$ cat src/rtl/play_pkg.sv
// play_pkg: shared types and default widths for the SDRAM sample player.
// Holds the controller state enum and the default ADDR_W / DATA_W values.
package play_pkg;

  localparam int PLAY_ADDR_W = 23;
  localparam int PLAY_DATA_W = 32;

  typedef enum logic [1:0] {
    ST_IDLE  = 2'd0,
    ST_FETCH = 2'd1,
    ST_DRAIN = 2'd2,
    ST_ABORT = 2'd3
  } play_state_e;

endpackage

$ cat src/rtl/play_fifo.sv
// play_fifo: show-ahead prefetch FIFO for play_stream.
// Ports: i_clk, i_rst_n; flush clears; push/wdata write; pop/rdata read
// (rdata is the head, 0 when empty); full, empty status.
module play_fifo #(
  parameter int DATA_W     = 32,
  parameter int FIFO_DEPTH = 4
) (
  input  logic              i_clk,
  input  logic              i_rst_n,
  input  logic              flush,
  input  logic              push,
  input  logic [DATA_W-1:0] wdata,
  input  logic              pop,
  output logic [DATA_W-1:0] rdata,
  output logic              full,
  output logic              empty
);

  localparam int AW = (FIFO_DEPTH > 1) ? $clog2(FIFO_DEPTH) : 1;

  logic [DATA_W-1:0] mem_q [FIFO_DEPTH];
  logic [AW-1:0]     wr_q;
  logic [AW-1:0]     rd_q;
  logic [AW:0]       cnt_q;
  logic              do_push;
  logic              do_pop;

  assign full    = (cnt_q == (AW+1)'(FIFO_DEPTH));
  assign empty   = (cnt_q == '0);
  assign do_pop  = pop && !empty;
  // A push into a full FIFO is fine when the head leaves on the same edge.
  assign do_push = push && (!full || do_pop);
  assign rdata   = empty ? '0 : mem_q[rd_q];

  always_ff @(posedge i_clk or negedge i_rst_n) begin
    if (!i_rst_n) begin
      wr_q  <= '0;
      rd_q  <= '0;
      cnt_q <= '0;
    end else if (flush) begin
      wr_q  <= '0;
      rd_q  <= '0;
      cnt_q <= '0;
    end else begin
      if (do_push) wr_q <= wr_q + AW'(1);
      if (do_pop)  rd_q <= rd_q + AW'(1);
      unique case ({do_push, do_pop})
        2'b10:   cnt_q <= cnt_q + (AW+1)'(1);
        2'b01:   cnt_q <= cnt_q - (AW+1)'(1);
        default: cnt_q <= cnt_q;
      endcase
    end
  end

  always_ff @(posedge i_clk) begin
    if (do_push && !flush) mem_q[wr_q] <= wdata;
  end

endmodule

$ cat src/rtl/play_stream.sv
// play_stream: streams play_len words from SDRAM at play_base to an
// audio valid/ready sink through a small prefetch FIFO.
// Ports: i_clk, i_rst_n (async, active-low);
//   control: play_start, play_base, play_len, play_loop, play_pause,
//            play_stop -> play_done (pulse), play_busy;
//   sdram:   play_read, play_addr, play_readdata, play_sdram_finished;
//   audio:   play_audio_valid, play_audio_data, play_audio_ready.
// Option: define PLAY_STREAM_REVERSE_EN to add play_reverse, which makes
//   a run walk downwards (base-index) instead of upwards.
module play_stream
  import play_pkg::*;
#(
  parameter int ADDR_W     = PLAY_ADDR_W,
  parameter int DATA_W     = PLAY_DATA_W,
  parameter int FIFO_DEPTH = 4
) (
  input  logic              i_clk,
  input  logic              i_rst_n,
  input  logic              play_start,
  input  logic [ADDR_W-1:0] play_base,
  input  logic [ADDR_W-1:0] play_len,
  input  logic              play_loop,
`ifdef PLAY_STREAM_REVERSE_EN
  input  logic              play_reverse,
`endif
  input  logic              play_pause,
  input  logic              play_stop,
  output logic              play_done,
  output logic              play_busy,
  output logic              play_read,
  output logic [ADDR_W-1:0] play_addr,
  input  logic [DATA_W-1:0] play_readdata,
  input  logic              play_sdram_finished,
  output logic              play_audio_valid,
  output logic [DATA_W-1:0] play_audio_data,
  input  logic              play_audio_ready
);

  play_state_e state_q, state_d;

  logic [ADDR_W-1:0] base_q;
  logic [ADDR_W-1:0] len_q;
  logic [ADDR_W-1:0] idx_q;
  logic              loop_q;
  logic              rd_q;
  logic              done_q;

  logic ld;
  logic issue;
  logic rd_clr;
  logic done_d;
  logic last;
  logic fin;

  logic f_flush;
  logic f_push;
  logic f_pop;
  logic f_full;
  logic f_empty;

  assign fin  = rd_q && play_sdram_finished;
  assign last = (idx_q == len_q - ADDR_W'(1));

`ifdef PLAY_STREAM_REVERSE_EN
  logic rev_q;
  assign play_addr = rev_q ? base_q - idx_q : base_q + idx_q;
`else
  assign play_addr = base_q + idx_q;
`endif

  assign play_read        = rd_q;
  assign play_done        = done_q;
  assign play_busy        = (state_q != ST_IDLE);
  assign play_audio_valid = !f_empty && !play_pause;
  assign f_pop            = play_audio_valid && play_audio_ready;

  always_ff @(posedge i_clk or negedge i_rst_n) begin
    if (!i_rst_n) state_q <= ST_IDLE;
    else          state_q <= state_d;
  end

  always_comb begin
    state_d = state_q;
    ld      = 1'b0;
    issue   = 1'b0;
    rd_clr  = 1'b0;
    done_d  = 1'b0;
    f_flush = 1'b0;
    f_push  = 1'b0;
    unique case (state_q)
      ST_IDLE: begin
        if (play_start && !play_stop && play_len != '0) begin
          ld      = 1'b1;
          f_flush = 1'b1;
          state_d = ST_FETCH;
        end
      end
      ST_FETCH: begin
        if (play_stop) begin
          f_flush = 1'b1;
          // An unfinished read must still be completed on the bus.
          if (rd_q && !play_sdram_finished) begin
            state_d = ST_ABORT;
          end else begin
            rd_clr  = fin;
            done_d  = 1'b1;
            state_d = ST_IDLE;
          end
        end else if (fin) begin
          f_push = 1'b1;
          rd_clr = 1'b1;
          if (last && !loop_q) state_d = ST_DRAIN;
        end else if (!rd_q && !f_full) begin
          issue = 1'b1;
        end
      end
      ST_DRAIN: begin
        if (play_stop) begin
          f_flush = 1'b1;
          done_d  = 1'b1;
          state_d = ST_IDLE;
        end else if (f_empty) begin
          done_d  = 1'b1;
          state_d = ST_IDLE;
        end
      end
      ST_ABORT: begin
        if (fin) begin
          rd_clr  = 1'b1;
          done_d  = 1'b1;
          state_d = ST_IDLE;
        end
      end
      default: state_d = ST_IDLE;
    endcase
  end

  always_ff @(posedge i_clk or negedge i_rst_n) begin
    if (!i_rst_n) begin
      base_q <= '0;
      len_q  <= '0;
      idx_q  <= '0;
      loop_q <= 1'b0;
      rd_q   <= 1'b0;
      done_q <= 1'b0;
`ifdef PLAY_STREAM_REVERSE_EN
      rev_q  <= 1'b0;
`endif
    end else begin
      done_q <= done_d;
      if (ld) begin
        base_q <= play_base;
        len_q  <= play_len;
        loop_q <= play_loop;
        idx_q  <= '0;
`ifdef PLAY_STREAM_REVERSE_EN
        rev_q  <= play_reverse;
`endif
      end else if (f_push) begin
        idx_q <= last ? '0 : idx_q + ADDR_W'(1);
      end
      if (issue)       rd_q <= 1'b1;
      else if (rd_clr) rd_q <= 1'b0;
    end
  end

  play_fifo #(
    .DATA_W     (DATA_W),
    .FIFO_DEPTH (FIFO_DEPTH)
  ) u_fifo (
    .i_clk   (i_clk),
    .i_rst_n (i_rst_n),
    .flush   (f_flush),
    .push    (f_push),
    .wdata   (play_readdata),
    .pop     (f_pop),
    .rdata   (play_audio_data),
    .full    (f_full),
    .empty   (f_empty)
  );

endmodule

$ cat config.mk
export PLATFORM = sky130hd
export DESIGN_NAME = play_stream
export DESIGN_NICKNAME = d
export VERILOG_FILES = /design/src/rtl/play_pkg.sv /design/src/rtl/play_fifo.sv /design/src/rtl/play_stream.sv
export SDC_FILE = /design/constraint.sdc
export NUM_CORES = 1
export LEC_CHECK = 0
export CORE_UTILIZATION = 55
export DETAILED_ROUTE_END_ITERATION = 8
export DONT_BUFFER_PORTS = 1
export GPL_TIMING_DRIVEN = 0
export HOLD_SLACK_MARGIN = 0.08
export PLACE_DENSITY = 0.7
export SLEW_MARGIN = 20
export SYNTH_ARGS = -nofsm -noshare
export SYNTH_HDL_FRONTEND = slang
export SYNTH_SLANG_ARGS = --single-unit
$ cat constraint.sdc
create_clock -name i_clk -period 6.34 [get_ports i_clk]
set_clock_uncertainty 0.05 [all_clocks]
set_input_delay 0.951 -clock i_clk [delete_from_list [all_inputs] [get_ports i_clk]]
set_output_delay 0.951 -clock i_clk [all_outputs]
set_load 0.005 [all_outputs]
== Yosys cells after proc, flatten, opt, wreduce, memory -nomap -nowiden ==
Memories as Yosys holds them, arrays and structs flattened.
Cells that the tools add are included.

* Add/subtract/negate cells: 7
* Eq/ne operators: 12
* Mux-type cells: 42
* Reduce and logical (&&, ||, !) cells: 31

{| class="wikitable"
|+ Operators by type and width
! operator !! count
|-
| 23-bit 2-to-1 mux || 3
|-
| 32-bit 2-to-1 mux || 1
|-
| 2-bit 2-to-1 mux || 12
|-
| 23-bit by 1-bit adder with 23-bit output, second input constant || 1
|-
| 23-bit adder || 1
|-
| 23-bit == test || 1
|-
| 23-bit nonzero test || 1
|-
| 23-bit by 1-bit subtractor with 23-bit output, second input constant || 1
|-
| 1-bit 2-to-1 mux || 20
|-
| 1-bit logical AND || 11
|-
| 2-bit nonzero test || 5
|-
| 1-bit logical NOT || 8
|-
| 2-bit one-hot mux with 4 select lines || 1
|-
| 2-bit == test, second input constant || 3
|-
| 3-bit inequality test, second input constant || 2
|-
| 3-bit one-hot mux with 2 select lines || 1
|-
| 5-bit AND reduction || 1
|-
| 2-bit by 1-bit adder with 2-bit output, second input constant || 2
|-
| 2-bit by 1-bit == test with 1-bit output, second input constant || 2
|-
| 2-bit inequality test, second input constant || 2
|-
| 1-bit one-hot mux with 2 select lines || 2
|-
| 3-bit by 1-bit adder with 3-bit output, second input constant || 1
|-
| 3-bit == test, second input constant || 1
|-
| 3-bit logical NOT || 1
|-
| other kinds (8) || 8
|}

* Register bits: 81
* Bits in writable memories: 128
* Input bits: 86
* Output and inout bits: 59
* Memories: 1

{| class="wikitable"
|+ Memories
! name !! depth !! width !! read ports !! clocked after memory_dff !! write ports !! RTL line !! text
|-
| u_fifo.mem_q || 4 || 32 || 1 || 0 || 1 || play_fifo.sv:21 || <nowiki>logic [DATA_W-1:0] mem_q [FIFO_DEPTH];</nowiki>
|}

== Logic depth before layout (Yosys ltp) ==
Gate-level depths: netlist of the first run.

* Word-level depth: 10
* Depth in mapped cells: 11
* Depth with buffers taken out: 11

== By module ==
From an unflattened synthesis of the first run, not the netlist that was laid out.

* Cell total of the unflattened synthesis: 911
* Area, all modules: 10872.9 sq um

{| class="wikitable"
|+ Modules (own cells, without submodules)
! module !! times used !! cells an instance !! area an instance (sq um)
|-
| play_stream || 1 || 646 || 5486.5
|-
| play_fifo || 1 || 265 || 5386.4
|}

== Least setup slack after synthesis of the first run ==
Ideal clock, no wire load.

* Path kind: register to output
* From: reg idx_q[5]
* To: out play_addr[21]
* Arrival: 2.632 ns
* Slack: 2.707 ns
* Stages on the path, launching flop included: 10
* Path buffers: 0
* Cells stage by stage: dfrtp_1 ha_1 o21a_1 o211a_1 a221oi_1 o21ai_0 a41oi_1 a21oi_1 a311oi_1 xnor2_1

* Word-level cells in the longest chain between the ends: 1

{| class="wikitable"
|+ Ends and longest elaborated chain
! what !! RTL line !! text
|-
| start: declaration || play_stream.sv:43 || <nowiki>logic [ADDR_W-1:0] idx_q;</nowiki>
|-
| start signal: assignment || play_stream.sv:160 || <nowiki>idx_q <= last ? '0 : idx_q + ADDR_W'(1);</nowiki>
|-
| 23-bit adder || play_stream.sv:68 || <nowiki>assign play_addr = base_q + idx_q;</nowiki>
|-
| end: declaration || play_stream.sv:31 || <nowiki>output logic [ADDR_W-1:0] play_addr,</nowiki>
|}

Every way passes these cells.

== Worst setup path in the final report of the first run ==
* From: reg idx_q[1]
* To: out play_addr[21]

The elaborated chain is that of the path after synthesis.

==> results of run 1 <==
-- per-layer routing --
layer / share of wire, % / track usage [%]
met1: 37 / 26.7
met4: 3.4 / 9.21
met2: 52 / 45.0
met5: 0 / 0
met3: 7.6 / 6.79
-- cells in the mapped netlist (all sizes together) (7+ instances only) --
cell    count  area, um^2
nor2       36         135
inv        25        93.8
edfxtp    128        3840
nor2b      40         250
a21oi      24         120
nand2      68         255
nor4       21         138
or3         8        50.1
nand4      13        81.3
buf        11        61.3
nand3      26         130
dfrtp      81        2030
mux4       32         721
mux2       48         541
clkbuf     33         124
and3       12        75.1
xor2       17         149
a31oi       9        56.3
and2        8        50.1
nor3       20         100
xnor2      32         280
o21ai      23         115
ha         33         413
a21o        9        67.6
nand2b      7        43.8
-- worst reg2reg max path, cell delays in order (launching register included) --
cell	delay (ps)
dfrtp_1	440
inv_1	80
ha_1	190
nor3b_1	760
nand4_1	280
or3b_2	520
a311oi_1	330
o2111ai_2	280
buf_4	280
a22oi_2	150
o41ai_1	90
-- layout make-up --
cell class              instances  area [um^2]  share of cell area, %
multi-input cells             568         4510                   37.7
clock buffers                  32          659                   5.51
repair buffers                  5          138                   1.15
flip-flops and latches        209         5870                   49.0
clock inverters                10          193                   1.61
well taps                     260          325                   2.72
plain buffers                  44          185                   1.55
inverters                      25         93.8                  0.784
-- flip-flops by register name, indices dropped and copies added (netlist names) --
| register | flops |
|---|---|
| state_q | 2 |
| u_fifo.rd_q | 2 |
| play_done | 1 |
| play_read | 1 |
| len_q | 23 |
| u_fifo.cnt_q | 3 |
| u_fifo.mem_q | 128 |
| u_fifo.wr_q | 2 |
| loop_q | 1 |
| base_q | 23 |
| idx_q | 23 |
-- power breakdown --
group	leakage, uW	internal, uW	switching (uW)
logic	0.00183	655	816
registers	0.00217	1660	198
clock network	0.000416	934	535
total	0.00442	3240	1550
-- stage by stage --
stage               power, uW  std cells  area (um^2)  utilization (%)
floorplan                2970        846        10600                -
global placement         3260       1106        11000             58.3
detailed placement       3340       1110        11100             58.9
CTS                      4840       1153        12000             63.6
global route             5060       1153        12000             63.6
finish                   4790       1153        12000             63.6
-- cells by family (layout without fill, tap and decap cells) --
logic type,Yosys count,in the layout,synth area share (%)
adder cells (fa/ha/maj),35,35,4.25
AO/OA/AOI/OAI,119,119,7.75
AND/OR/NAND/NOR,279,279,13.8
flip-flops,209,209,55.1
XOR/XNOR,49,49,4.03
buffers and inverters,69,116,2.62
multiplexers,86,86,12.4
-- worst max path at each step --
stage                               startpoint                             to  slack, ps  depth (start not counted)
after floorplan           idx_q[5]$_DFFE_PN0P_                  play_addr[21]       2710                          9
after global placement             play_len[1]  u_fifo.mem_q[0][17]$_DFFE_PP_       1650                          8
after detailed placement  idx_q[0]$_DFFE_PN0P_                  play_addr[22]       2060                         11
after CTS                 idx_q[0]$_DFFE_PN0P_                  play_addr[22]       1480                         11
after global routing      idx_q[0]$_DFFE_PN0P_                  play_addr[22]       1290                         11
final                     idx_q[1]$_DFFE_PN0P_                  play_addr[21]       1490                          9
==> summary.md, run 1 <==
| Metric | Value |
|---|---|
| Outcome | `completed` |
| Max-Slew Margin vs Limit | `38.1%` |
| Setup_tns | `0 ps` |
| Final Max Tran Viols | `0` |
| Synth Instances | `846` |
| Global-route wire length before repair | `37,700 um` |
| Cts hold-fix bufs | `1` |
| H-tree depth | `1` |
| Routed WL per cell | `20.8 um` |
| Area Growth Syn to Fin | `12.4%` |
| Drt total wl | `24,000 um` |
| Yosys synthesis warning count | `0` |
| Post-CTS setup buffers | `0` |
| Hold WS | `280 ps` |
| Drt pass-1 iters | `5` |
| Final Worst Setup Slack | `1490 ps` |
| Share of cells above drive strength 1 | `16.0%` |
| Overflow after GRT | `0` |
| Overall Global Routing Usage | `24.5%` |
| Final #Nets | `997` |
| Number of synthesized flops with an enable pin | `128` |
| Fill cell count | `1,410` |
| Final Hold Vio Count | `0` |
| Worst Hold Class | `input port to asynchronous set/reset pin` |
| RSZ-0062 raised after global routing | `no` |
| Pleak | `0.00442 uW` |
| Clock-pin slew on the worst setup and hold paths | `60 ps` |
| Die Area | `19,900 um^2` |
| CTS tree | `yes` |
| DIE HEIGHT | `141 um` |
| Syn nets | `967` |
| Post-synthesis register bit count | `209` |
| FF-to-FF path depth | `10` |
| Dpl ws | `2060 ps` |
| Most common cell after layout, fill and taps aside | `edfxtp_1` |
| Post-CTS resize count | `0` |
| CP peak stage delay | `550 ps` |
| Post-layout min period | `4850 ps` |
| Initial antenna violation count | `0` |
| WP data arrival | `3850 ps` |
| Commonest cells after routing, fill and taps aside | `edfxtp_1, dfrtp_1, nand2_1, mux2_2, nor2b_1` |
| VDD IR max | `308 uV` |
| DRC violations left | `0` |
| Root buf cell | `clkbuf_16` |
| Worst-margin pin slew | `929 ps` |
| Worst R2R Setup Slack | `2750 ps` |
| Core Region | `18,800 um^2` |
| Reg-to-reg startpoint | `len_q[0]$_DFFE_PN0P_` |
| Initial drt markers | `468` |
| Cts bufs inserted | `23` |
| Ys flop type | `edfxtp_1` |
| Initial Util | `56.6%` |
| Clk Latency, worst-skew pair | `520 ps` |
| Syn avg cell area | `12.6 um^2` |
| Crit-path slowest cell | `a221oi_1` |
| # setup viols final | `0` |
| Distinct cells, synth | `66` |
| Post-synthesis instance area | `10,600 um^2` |
| N_diodes | `0` |
| Vias in the first global route | `7,325` |
| Detailed placer's ending HPWL | `17,300 um` |
| Worst setup EP type | `output pin` |
| Die width | `141 um` |
| Max cap viols | `0` |
| Pin count of the biggest net entering global routing | `82` |
| Synth async-reset ratio | `38.8%` |
| Startpoint types | `flop` |
| Maximum operating frequency | `206 MHz` |
| CTS sink cnt | `209` |
| Routability cong. | `0.871` |
| CP required | `5340 ps` |
| Pwr per Cell Area | `400 nW/um^2` |
| WS Path Type | `flop to output pin` |
| Num ports | `145` |
| Antenna viol nets, final | `0` |
| Worst R2R End | `idx_q[10]$_DFFE_PN0P_` |
| Buffers on Ports | `0` |
| Sequential area share after synthesis | `55.1%` |
| Clock buffer depth | `3` |
| CP Buf/Inv Count | `0` |
| Vias per cell | `6.09` |
| Tcrit/Tclk final | `76.5%` |
| Largest delay share family, worst path | `compound AO/OA/AOI/OAI gates` |
| Via Count | `7,022` |
| Std-Cell Rows | `50` |
| Max Fanout on Critical Path | `7` |
| CP Cell Sequence | `ha_1, a211oi_1, o211ai_1, a221oi_1, o21ai_0, a41oi_1, a21oi_1, a311oi_1, xnor2_1` |
Note: power is estimated with default switching activity, not from simulation.
==> run 2, diff against run 1 <==
==> constraint.sdc (replaced) <==
create_clock -name i_clk -period 4.85 [get_ports i_clk]
set_clock_uncertainty 0.05 [all_clocks]
set_input_delay 0.7275 -clock i_clk [delete_from_list [all_inputs] [get_ports i_clk]]
set_output_delay 0.7275 -clock i_clk [all_outputs]
set_load 0.005 [all_outputs]
==> summary.md, run 2 (synthesized netlist as in run 1, its figures left out) <==
| Metric | Value |
|---|---|
| # setup viols final | `0 (unchanged)` |
| Worst Hold Class | `input port to flop` |
| Clock buffer depth | `3 (unchanged)` |
| Max cap viols | `0 (unchanged)` |
| Final Max Tran Viols | `0 (unchanged)` |
| N_diodes | `0 (unchanged)` |
| Pin count of the biggest net entering global routing | `82 (unchanged)` |
| Max Fanout on Critical Path | `7 (unchanged)` |
| Post-CTS setup buffers | `0 (unchanged)` |
| Clock-pin slew on the worst setup and hold paths | `60 ps (about the same)` |
| Total area of sequential cells | `5870 um^2 (unchanged)` |
| Pwr per Cell Area | `523 nW/um^2 (+31%)` |
| Detailed placer's ending HPWL | `17,300 um (unchanged)` |
| Maximum operating frequency | `218 MHz` |
| Area Growth Syn to Fin | `12.5% (about the same)` |
| DRC violations left | `0 (unchanged)` |
| WS Path Type | `flop to output pin` |
| WP data arrival | `3810 ps (-40 ps)` |
| Antenna viol nets, final | `0 (unchanged)` |
| Startpoint types | `flop` |
| Outcome | `completed` |
| Max reg flops | `128 (unchanged)` |
| VDD IR max | `403 uV (+31%)` |
| Final Worst Setup Slack | `261 ps (-1230 ps)` |
| Global-route wire length before repair | `37,700 um (unchanged)` |
| CP required | `4070 ps (-1270 ps)` |
| Initial drt markers | `436 (-6.8%)` |
| Initial antenna violation count | `0 (unchanged)` |
| Worst-margin pin slew | `924 ps (-4.37 ps)` |
| Via Count | `7,041 (+0.27%)` |
| Vias in the first global route | `7,328 (+0.041%)` |
| CTS tree | `yes` |
| Core Region | `18,800 um^2 (unchanged)` |
| Die Area | `19,900 um^2 (unchanged)` |
| RSZ-0062 raised after global routing | `no` |
| Num ports | `145 (unchanged)` |
| Area of the multi-input gates | `4510 um^2 (unchanged)` |
| Share of cells above drive strength 1 | `16.0% (-0.018 points)` |
| Tcrit/Tclk final | `94.6%` |
| Dpl ws | `792 ps (-1270 ps)` |
| Cells after DPL | `1,110 (unchanged)` |
| Routed WL per cell | `20.8 um (-0.12%)` |
| Setup_tns | `0 ps (unchanged)` |
| Hold WS | `249 ps (-30.8 ps)` |
| Root buf cell | `clkbuf_16` |
| Routability cong. | `0.871 (unchanged)` |
| DIE HEIGHT | `141 um (unchanged)` |
| Fin cells | `1,154 (+0.087%)` |
| Drt pass-1 iters | `5 (unchanged)` |
| Most common cell after layout, fill and taps aside | `edfxtp_1` |
| Largest reg by FF count | `u_fifo.mem_q` |
| Overflow after GRT | `0 (unchanged)` |
| Clk Latency, worst-skew pair | `520 ps (about the same)` |
| Initial Util | `56.6% (unchanged)` |
| FF-to-FF path depth | `11 (+1)` |
| Max-Slew Margin vs Limit | `38.3% (+0.16 points)` |
| Fill cell count | `1,409 (-0.071%)` |
| Commonest cells after routing, fill and taps aside | `edfxtp_1, dfrtp_1, nand2_1, mux2_2, nor2b_1` |
| H-tree depth | `1 (unchanged)` |
| Final Hold Vio Count | `0 (unchanged)` |
| Vias per cell | `6.10 (+0.18%)` |
| Std-Cell Rows | `50 (unchanged)` |
| Buffers on Ports | `0 (unchanged)` |
| Overall Global Routing Usage | `24.5% (unchanged)` |
| Die width | `141 um (unchanged)` |
| Hold Path Stages | `0` |
| CTS sink cnt | `209 (unchanged)` |
| Pleak | `0.00443 uW (about the same)` |
| Drt total wl | `24,000 um (about the same)` |
| Post-layout min period | `4590 ps` |
| Cts bufs inserted | `23 (unchanged)` |
| Final #Nets | `998 (+0.10%)` |
| Worst setup EP type | `output pin` |
## run 2: worst paths after layout
check | start | endpoint | slack [ps]
max | idx_q[1]$_DFFE_PN0P_ | play_addr[21] | 260
min | play_readdata[30] | u_fifo.mem_q[2][30]$_DFFE_PP_ | 250
max reg2reg | len_q[0]$_DFFE_PN0P_ | idx_q[10]$_DFFE_PN0P_ | 1230
min reg2reg | base_q[8]$_DFFE_PN0P_ | base_q[8]$_DFFE_PN0P_ | 460
max in group asynchronous | i_rst_n | base_q[3]$_DFFE_PN0P_ | 3680
min in group asynchronous | i_rst_n | base_q[0]$_DFFE_PN0P_ | 720
## run 2: area by class of cell
| type | count | area share, % |
|---|---|---|
| Clock inverter | 10 | 1.61 |
| Tap cell | 260 | 2.71 |
| Multi-Input combinational cell | 568 | 37.6 |
| Buffer | 44 | 1.55 |
| Timing Repair Buffer | 6 | 1.23 |
| Clock buffer | 32 | 5.50 |
| Inverter | 25 | 0.783 |
| Sequential cell | 209 | 49.0 |
## run 2: layer usage
layer	track usage (%)	vias up	share of wire [%]
li1	-	3245	-
met1	26.7	3472	37
met2	45.0	268	52
met3	6.79	56	7.8
met4	9.21	0	3.4
met5	0	-	0
## run 2: worst max-delay path, cell delays in order (launching register included)
cell and delay (ps):
dfrtp_1 470, ha_1 330, a211oi_1 330, o211ai_1 200, a221oi_1 520, o21ai_0 290, a41oi_1 430, a21oi_1 160
a311oi_1 360, xnor2_1 190
## run 2: where the power goes
group          internal (uW)  switching, uW
clock network           1220            701
registers               2160            260
logic                    857           1070
## run 2: what timing repair did
item,in CTS,in global routing
resized for setup,0,0
hold endpoints to repair,81,0
hold buffers,2,0
## run 2: metrics by stage
step                util [%]  power (uW)  area [um^2]
global placement        58.3        4260        11000
finish                  63.6        6270        12000
detailed placement      58.9        4360        11100
global route            63.6        6610        12000
CTS                     63.6        6330        12000
floorplan                  -        3880        10600
==> run 3, diff against run 2 <==
--- a/config.mk
+++ b/config.mk
@@ -11,6 +11,7 @@
 export GPL_TIMING_DRIVEN = 0
 export HOLD_SLACK_MARGIN = 0.08
 export PLACE_DENSITY = 0.7
+export SETUP_SLACK_MARGIN = 0.02
 export SLEW_MARGIN = 20
 export SYNTH_ARGS = -nofsm -noshare
 export SYNTH_HDL_FRONTEND = slang
==> summary.md, run 3 (synthesized netlist as in run 1, its figures left out) <==
| Metric | Value |
|---|---|
| Outcome | `completed` |
| WS Path Type | `flop to output pin` |
| Fill cell count | `1,410 (+0.071%)` |
| RSZ-0062 raised after global routing | `no` |
| Post-layout min period | `4580 ps (-13.3 ps)` |
| Cell Int Power | `4240 uW (about the same)` |
| Comb pwr share | `30.7% (about the same)` |
| Worst setup EP type | `output pin` |
| Die Area | `19,900 um^2 (unchanged)` |
| Dpl ws | `792 ps (unchanged)` |
| Routed WL per cell | `20.8 um (+0.28%)` |
| Worst-margin pin slew | `949 ps (+24.5 ps)` |
| Detailed placer's ending HPWL | `17,300 um (unchanged)` |
| CP required | `4070 ps (about the same)` |
| H-tree depth | `1 (unchanged)` |
| Clk pwr share | `30.6% (about the same)` |
| VDD IR max | `402 uV (about the same)` |
| Buffers on Ports | `0 (unchanged)` |
| DRC violations left | `0 (unchanged)` |
| Max reg flops | `128 (unchanged)` |
| Max cap viols | `0 (unchanged)` |
| Sequential power share | `38.6% (about the same)` |
| Initial Util | `56.6% (unchanged)` |
| Startpoint types | `flop` |
| Area of the multi-input gates | `4520 um^2 (+0.14%)` |
| Largest reg by FF count | `u_fifo.mem_q` |
| Core Region | `18,800 um^2 (unchanged)` |
| Num ports | `145 (unchanged)` |
| Via Count | `7,035 (-0.085%)` |
| Clock buffer depth | `3 (unchanged)` |
| Drt pass-1 iters | `4 (-1)` |
| Switching Share | `32.4% (about the same)` |
| Max-Slew Margin vs Limit | `36.6% (-1.6 points)` |
| Final Worst Setup Slack | `274 ps (+13.3 ps)` |
| N_diodes | `0 (unchanged)` |
| Drt total wl | `24,000 um (+0.28%)` |
| Cells after DPL | `1,110 (unchanged)` |
| Cts bufs inserted | `23 (unchanged)` |
| Antenna viol nets, final | `0 (unchanged)` |
| Initial drt markers | `465 (+6.7%)` |
| # setup viols final | `0 (unchanged)` |
| WP data arrival | `3800 ps (about the same)` |
| Vias per cell | `6.10 (about the same)` |
| Setup_tns | `0 ps (unchanged)` |
| Total area of sequential cells | `5870 um^2 (unchanged)` |
| Tcrit/Tclk final | `94.3% (-0.27 points)` |
| Final #Nets | `998 (unchanged)` |
| Commonest cells after routing, fill and taps aside | `edfxtp_1, dfrtp_1, nand2_1, mux2_2, nor2b_1` |
| Most common cell after layout, fill and taps aside | `edfxtp_1` |
| Max Fanout on Critical Path | `7 (unchanged)` |
| Die width | `141 um (unchanged)` |
| Final Max Tran Viols | `0 (unchanged)` |
| CTS tree | `yes` |
| Overall Global Routing Usage | `24.5% (unchanged)` |
| Worst Hold Class | `input port to flop` |
| Maximum operating frequency | `219 MHz (+0.29%)` |
| Pleak | `0.00443 uW (about the same)` |
| NetSw | `2030 uW (about the same)` |
| Fin cells | `1,154 (unchanged)` |
| Std-Cell Rows | `50 (unchanged)` |
| DIE HEIGHT | `141 um (unchanged)` |
| Final Hold Vio Count | `0 (unchanged)` |
| Root buf cell | `clkbuf_16` |
| CTS sink cnt | `209 (unchanged)` |
| Overflow after GRT | `0 (unchanged)` |
| Area Growth Syn to Fin | `12.6% (about the same)` |
| Clk Latency, worst-skew pair | `520 ps (about the same)` |
| Routability cong. | `0.871 (unchanged)` |
| Core Util, Final | `63.7% (about the same)` |
| Pin count of the biggest net entering global routing | `82 (unchanged)` |
| Global-route wire length before repair | `37,700 um (unchanged)` |
| Vias in the first global route | `7,328 (unchanged)` |
| Clock-pin slew on the worst setup and hold paths | `60 ps (about the same)` |
| Share of cells above drive strength 1 | `16.1% (+0.11 points)` |
| Initial antenna violation count | `0 (unchanged)` |
| Pwr per Cell Area | `523 nW/um^2 (about the same)` |
## run 3: final timing paths
path | startpoint | to | slack, ps | depth (start not counted)
worst max-delay path | idx_q[1]$_DFFE_PN0P_ | play_addr[21] | 270 | 9
worst min-delay path | play_readdata[30] | u_fifo.mem_q[2][30]$_DFFE_PP_ | 250 | 0
worst max register to register | len_q[0]$_DFFE_PN0P_ | idx_q[10]$_DFFE_PN0P_ | 1220 | 10
worst min register to register | base_q[8]$_DFFE_PN0P_ | base_q[8]$_DFFE_PN0P_ | 460 | 1
max in group asynchronous | i_rst_n | base_q[3]$_DFFE_PN0P_ | 3680 | 2
min in group asynchronous | i_rst_n | base_q[0]$_DFFE_PN0P_ | 720 | 2
## run 3: cell type report
class	count	share of cell area, %
flip-flops and latches	209	49.0
multi-input cells	568	37.7
well taps	260	2.71
repair buffers	6	1.23
clock buffers	32	5.50
plain buffers	44	1.54
clock inverters	10	1.61
inverters	25	0.783
## run 3: timing repair
action	in CTS	in global routing
hold buffers	2	0
setup endpoints to repair	0	1
endpoints found under the hold margin	81	0
resized for setup	0	1
setup buffers	0	0
## run 3: layer usage
metal | track usage (%) | up-vias | part of all wire (%)
met5 | 0 | - | 0
met4 | 9.21 | 0 | 3.5
met3 | 6.79 | 57 | 7.7
met2 | 45.0 | 255 | 52
met1 | 26.7 | 3476 | 37
li1 | - | 3247 | -
## run 3: metrics by stage
stage          hold slack [ps]  power (uW)  area [um^2]
4_1_cts                    230        6330        12000
3_3_place_gp               385        4260        11000
3_5_place_dp               385        4360        11100
6_report                   249        6270        12000
5_1_grt                    228        6610        12000
2_1_floorplan              382        3880        10600
## run 3: critical path, cell delays in order, from the launching register on
cell and delay [ps]:
dfrtp_1 470, ha_1 330, a211oi_1 330, o211ai_1 210, a221oi_1 510, o21ai_0 290
a41oi_1 420, a21oi_1 160, a311oi_1 360, xnor2_1 190
## run 3: power by group through the flow
stage / Combinational [uW] / Sequential (uW) / Clock (uW)
4_1_cts: 1950 / 2420 / 1960
3_3_place_gp: 1830 / 2430 / 0
2_1_floorplan: 1510 / 2380 / 0
3_5_place_dp: 1910 / 2450 / 0
5_1_grt: 2130 / 2460 / 2020
6_report: 1930 / 2420 / 1920
